### src/rtl/mem_arbiter.sv
// Two-master round-robin arbiter for the shared memory data port: ACCEPT -> ACCESS -> RESPONSE.
// Optional ownership lock for atomic read-modify-write is compiled in with MEM_ARB_LOCK_EN.
module mem_arbiter #(
    parameter int unsigned ADDR_W   = 32,
    parameter int unsigned DATA_W   = 32,
    parameter bit          M0_FIRST = 1'b1
) (
    input  logic              clk,
    input  logic              rst_n,
    input  logic              m0_req,
    input  logic [2:0]        m0_we,
    input  logic [ADDR_W-1:0] m0_addr,
    input  logic [DATA_W-1:0] m0_wdata,
    input  logic              m0_lock,
    output logic              m0_gnt,
    output logic              m0_rvalid,
    output logic [DATA_W-1:0] m0_rdata,
    input  logic              m1_req,
    input  logic [2:0]        m1_we,
    input  logic [ADDR_W-1:0] m1_addr,
    input  logic [DATA_W-1:0] m1_wdata,
    input  logic              m1_lock,
    output logic              m1_gnt,
    output logic              m1_rvalid,
    output logic [DATA_W-1:0] m1_rdata,
    output logic [ADDR_W-1:0] mem_addr,
    output logic [2:0]        mem_we,
    output logic [DATA_W-1:0] mem_wdata,
    input  logic [DATA_W-1:0] mem_rdata
);

    localparam int unsigned WE_W = 3;

    typedef struct packed {
        logic [WE_W-1:0]   we;
        logic [ADDR_W-1:0] addr;
        logic [DATA_W-1:0] wdata;
    } beat_t;

    logic       last_owner;
    logic [1:0] rr_gnt;
    logic [1:0] gnt;
    logic       accept;
    logic       win;
    beat_t      sel_beat;
    logic       acc_valid;
    logic       acc_owner;
    beat_t      acc_beat;

    // Round-robin: on contention the master that did not win last time is granted.
    always_comb begin
        rr_gnt = {m1_req, m0_req};
        if (m0_req && m1_req) begin
            rr_gnt = last_owner ? 2'b01 : 2'b10;
        end
    end

`ifdef MEM_ARB_LOCK_EN
    logic lock_act;
    logic lock_own;
    logic sel_lock;

    always_comb begin
        gnt = rr_gnt;
        if (lock_act) begin
            gnt = lock_own ? {m1_req, 1'b0} : {1'b0, m0_req};
        end
    end

    assign sel_lock = win ? m1_lock : m0_lock;

    // Lock is taken by a locked beat and dropped by the owner's next unlocked beat.
    always_ff @(posedge clk or negedge rst_n) begin
        if (!rst_n) begin
            lock_act <= 1'b0;
            lock_own <= 1'b0;
        end else if (accept) begin
            if (lock_act) begin
                if (!sel_lock) begin
                    lock_act <= 1'b0;
                end
            end else if (sel_lock) begin
                lock_act <= 1'b1;
                lock_own <= win;
            end
        end
    end
`else
    logic unused_lock;
    assign unused_lock = m0_lock ^ m1_lock;
    assign gnt = rr_gnt;
`endif

    assign m0_gnt = gnt[0];
    assign m1_gnt = gnt[1];
    assign accept = |gnt;
    assign win    = gnt[1];

    always_comb begin
        sel_beat = '0;
        if (win) begin
            sel_beat.we    = m1_we;
            sel_beat.addr  = m1_addr;
            sel_beat.wdata = m1_wdata;
        end else begin
            sel_beat.we    = m0_we;
            sel_beat.addr  = m0_addr;
            sel_beat.wdata = m0_wdata;
        end
    end

    // ACCESS stage: idle cycles present an all-zero beat to memory.
    always_ff @(posedge clk or negedge rst_n) begin
        if (!rst_n) begin
            last_owner <= M0_FIRST ? 1'b1 : 1'b0;
            acc_valid  <= 1'b0;
            acc_owner  <= 1'b0;
            acc_beat   <= '0;
        end else begin
            acc_valid <= accept;
            acc_owner <= win;
            acc_beat  <= accept ? sel_beat : '0;
            if (accept) begin
                last_owner <= win;
            end
        end
    end

    assign mem_addr  = acc_beat.addr;
    assign mem_we    = acc_beat.we;
    assign mem_wdata = acc_beat.wdata;

    // RESPONSE stage: only the owner sees rvalid; writes return zero data.
    always_ff @(posedge clk or negedge rst_n) begin
        if (!rst_n) begin
            m0_rvalid <= 1'b0;
            m0_rdata  <= '0;
            m1_rvalid <= 1'b0;
            m1_rdata  <= '0;
        end else begin
            m0_rvalid <= acc_valid && !acc_owner;
            m1_rvalid <= acc_valid && acc_owner;
            m0_rdata  <= (acc_valid && !acc_owner && acc_beat.we == '0) ? mem_rdata : '0;
            m1_rdata  <= (acc_valid && acc_owner && acc_beat.we == '0) ? mem_rdata : '0;
        end
    end

endmodule
### config.mk
export PLATFORM = sky130hd
export DESIGN_NAME = mem_arbiter
export DESIGN_NICKNAME = d
export VERILOG_FILES = /design/src/rtl/mem_arbiter.sv
export SDC_FILE = /design/constraint.sdc
export NUM_CORES = 1
export LEC_CHECK = 0
export CAP_MARGIN = 40
export CORE_MARGIN = 4
export CORE_UTILIZATION = 39
export CTS_CLUSTER_SIZE = 16
export DETAILED_ROUTE_END_ITERATION = 8
export HOLD_SLACK_MARGIN = 0.1
export PLACE_DENSITY = 0.85
export SLEW_MARGIN = 0
export SYNTH_ARGS = -nofsm -noshare
export SYNTH_HDL_FRONTEND = slang
export SYNTH_SLANG_ARGS = --single-unit
### constraint.sdc
create_clock -name clk -period 3.05 [get_ports clk]
set_clock_uncertainty 0.1 [all_clocks]
set_input_delay 0.4575 -clock clk [delete_from_list [all_inputs] [get_ports clk]]
set_output_delay 0.4575 -clock clk [all_outputs]
set_load 0.01 [all_outputs]
After elaboration in Yosys (flattened, before gate mapping)
Index checks and enable logic that the tools add are counted.

Muxes and demuxes: 6. Reductions and logical operators: 8.

Operators with widths (number): 67-bit 2-to-1 mux (2); 32-bit 2-to-1 mux (2); 1-bit logical AND (5); 2-bit 2-to-1 mux (2); 3-bit zero test (1); 2-bit OR reduction (1); 1-bit zero test (1).

Bits in registers: 136. Input bits: 172. Output and inout port bits: 135. Logic and storage cells: 24.

Longest topological paths before layout
Depth after elaboration: 4. Depth in mapped cells: 5. Mapped depth without buffers: 2.

Worst setup path after synthesis
No wires, ideal clock.

Path type: register to output. Start: reg last_owner. End: out m0_gnt. Data arrival time: 1.284 ns. Data required time: 2.492 ns. Path slack: 1.208 ns. Stages on the path, launching flop included: 6. Buffers on the path: 3. Path through: dfstp_2 > nand2b_1 > buf_2 > buf_2 > buf_2 > and2_1.

Cells in the longest elaborated chain, start to end: 2.

Ends and longest elaborated chain: start, declared (line 40) `logic last_owner;`; start signal, assigned (line 115) `last_owner <= M0_FIRST ? 1'b1 : 1'b0;`; start signal, assigned (line 124) `last_owner <= win;`; 2-bit 2-to-1 mux (line 54) `rr_gnt = last_owner ? 2'b01 : 2'b10;`; 2-bit 2-to-1 mux (line 53) `if (m0_req && m1_req) begin`; end, declared (line 15) `output logic m0_gnt,`.

Every way passes these cells.

Worst setup path after layout
Start: in m1_req. End: out m1_gnt.

Cells in the longest elaborated chain, start to end: 2.

Ends and longest elaborated chain: start, declared (line 18) `input logic m1_req,`; 1-bit logical AND (line 53); 2-bit 2-to-1 mux (*) (line 53); end, declared (line 23) `output logic m1_gnt,`.

Mark *: on every way between the ends. The rest lies on a longest branch, timed or not.

==> results.py <==
metrics = {
    "route": {
        "detailroute.via_count": 4149,
        "routedWlPerCell_um": 19.8,
        "ant_nets": 0,
        "drt-initial-drc-count": 282,
        "routed_wl_um": 15900,
        "viasPerCell": 5.17,
        "drc": 0,
        "firstDrtPassIters": 5,
    },
    "floorplan": {
        "placeableCoreArea_sq_mm": 0.0120,
        "num_rows": 40,
        "die_h_um": 119,
        "initial_core_util": 0.397,
        "ioPinCount": 307,
        "die_area_sq_mm": 0.0141,
        "dieWidth_um": 119,
    },
    "synth": {
        "syn_area_sq_mm": 0.00477,
        "syn_area_per_cell_sq_um": 13.9,
        "ys_ff_latch": 136,
        "synth_nets": 515,
        "synth_top_area_cell": "dfrtp_1",
        "synth_top_area_frac": 0.709,
        "ys_types": 21,
        "synthTopCellsByArea": "dfrtp_1 71%, a32o_1 14%, nor2_1 4.8%, nand2b_1 4.2%, clkbuf_1 1.7%",
        "ys_seq_area_frac": 0.714,
        "syn_inst": 343,
        "ys_warn_count": 0,
    },
    "timing": {
        "finalMaxSlewViolations": 0,
        "rsz0062_at_grt": "false",
        "whs_ns": 0.238,
        "max_freq_ghz": 0.422,
        "tns_ns": 0,
        "tightest_slew_ns": 0.740,
        "fin_crit_ns": 2.37,
        "finalSetupViolCount": 0,
        "fin_crit_sh": 0.777,
        "maxSlewHeadroom": 0.507,
        "finalHoldViolations": 0,
    },
    "placed_design": {
        "dp_hpwl_um": 11200,
        "postPlaceCellArea_sq_mm": 0.00794,
        "io_buffers": 304,
        "gp_congestion": 0.820,
    },
    "grt": {
        "grt_pass1_wl_um": 24800,
        "grt_max_degree": 72,
        "grt_usage": 0.229,
        "gr-total-overflow": 0,
        "met2_usage": 0.390,
        "grt_pass1_vias": 4477,
        "antenna_found_initial": 0,
        "busiest_layer": "met2",
        "met1_usage": 0.251,
        "met3_usage": 0.0904,
    },
    "layout": {
        "regArea_sq_mm": 0.00340,
        "drive_gt1_frac": 0.0733,
        "area_growth_pct": 79.0,
        "final_cell_mix": "302 x clkdlybuf4s50_1, 135 x dfrtp_1, 67 x a32o_1, 61 x nor2_1, 31 x nand2b_1",
        "fillers": 758,
        "post-route-cell-area_sq_mm": 0.00853,
        "fin_nets": 814,
        "layout_commonest_cell": "clkdlybuf4s50_1",
        "diodes": 0,
        "multiInputGateArea_sq_mm": 0.00121,
    },
    "power_and_ir_drop": {
        "share_clk_of_total_power": 0.413,
        "p_leak_uw": 0.00362,
        "peakVddDrop_mv": 0.289,
        "power_density_mw_per_mm2": 575,
        "p_sw_frac": 0.237,
        "combPwrFrac": 0.183,
        "internal_power_uw": 3750,
        "seqPwrFrac": 0.404,
        "p_sw_uw": 1160,
    },
    "cts": {
        "clk_pin_slew_ns": 0.06,
        "cts_tree": "built",
        "root_buffer": "clkbuf_16",
        "clockBufferDepth": 2,
        "insertion_delay_ns": 0.41,
        "cts-htree-levels": 4,
        "cts_inserted_buffers": 17,
        "clock_sinks": 136,
        "post-cts-setup-buffer-count": 0,
    },
    "flow_run": {
        "cap_violations": 0,
    },
    "worst_setup_path": {
        "crit_path_max_fanout": 4,
        "cp-start-kind": "primary input",
        "cp_data_arrival_time_ns": 1.81,
        "end_kind": "primary output",
        "crit_type": "in2out",
        "required_ns": 2.49,
    },
    "worst_hold_path": {
        "min_path_type": "in2reg",
    },
    "run_status": {
        "status": "completed",
    },
}
## kinds of logic (layout without fill, tap and decap cells)
kind of cell	count (synthesis)	after routing	share of synthesized area
flops	136	136	0.714
simple gates	105	105	0.109
compound gates	69	69	0.144
buf+inv	33	345	0.0331
## metrics by stage
step / instances / total power [uW] / util / setup slack [ns]
after floorplan: 343 / 2310 / - / 1.21
after global placement: 768 / 2870 / 0.658 / 0.720
after detailed placement: 769 / 2910 / 0.661 / 0.697
after CTS: 802 / 4950 / 0.710 / 0.668
after global routing: 802 / 5090 / 0.710 / 0.623
final: 802 / 4910 / 0.710 / 0.680
## routing by layer
layer	vias to the layer above	part of all wire
li1	1825	-
met1	2015	0.35
met2	270	0.51
met3	39	0.11
met4	0	0.030
met5	-	0
## cell usage after synthesis
master and number:
dfrtp_1 135, or2_2 1, a21boi_2 1, a32o_1 67, and2b_2 1, or4b_1 1, a21oi_1 1, and2_1 1
or3b_2 1, clkbuf_1 21, nor3_1 1, dfstp_2 1, and2_2 1, buf_6 3, buf_2 9, nand2b_1 32
nor2_2 2, nor2_1 61, nor4b_1 1, nand2_1 1, nand4bb_1 1
## power by group through the flow
stage / combinational [uW] / clock [uW] / sequential (uW)
final: 896 / 2030 / 1980
after global placement: 863 / 0 / 2010
after global routing: 953 / 2140 / 2000
after CTS: 907 / 2060 / 1980
after floorplan: 231 / 0 / 2080
after detailed placement: 895 / 0 / 2010
## sequential cells by signal (all words and copies together) (netlist names)
| name | flops |
|---|---|
| acc_owner | 1 |
| acc_valid | 1 |
| last_owner | 1 |
| m0_rdata | 32 |
| m0_rvalid | 1 |
| m1_rdata | 32 |
| m1_rvalid | 1 |
| mem_addr | 32 |
| mem_wdata | 32 |
| mem_we | 3 |
## critical path: stages
cell and delay (ns):
clkdlybuf4s50_1 0.53, a21boi_4 0.22, clkdlybuf4s50_1 0.60
## cell type report
class	count	area share
tap	147	0.0216
clock inverter	12	0.0176
timing repair buffer	313	0.368
clock buffer	20	0.0512
sequential	136	0.399
multi-input combinational	174	0.142
## path summary, 6_finish.rpt
check                           start            end  slack, ns  depth (start not counted)
min in group asynchronous       rst_n    m1_rdata[4]       0.52                          2
min                            m0_req     last_owner       0.24                          2
max                            m1_req         m1_gnt       0.68                          3
max reg2reg                last_owner  mem_wdata[24]       1.27                          3
max in group asynchronous       rst_n   m0_rdata[17]       1.61                          3
min reg2reg                last_owner     last_owner       0.42                          2
## what timing repair did
item                                   CTS  global route
hold buffers                             1             0
gates resized for setup                  0             0
endpoints found under the hold margin   68             0
No activity file was read; power rests on OpenSTA's default activity.
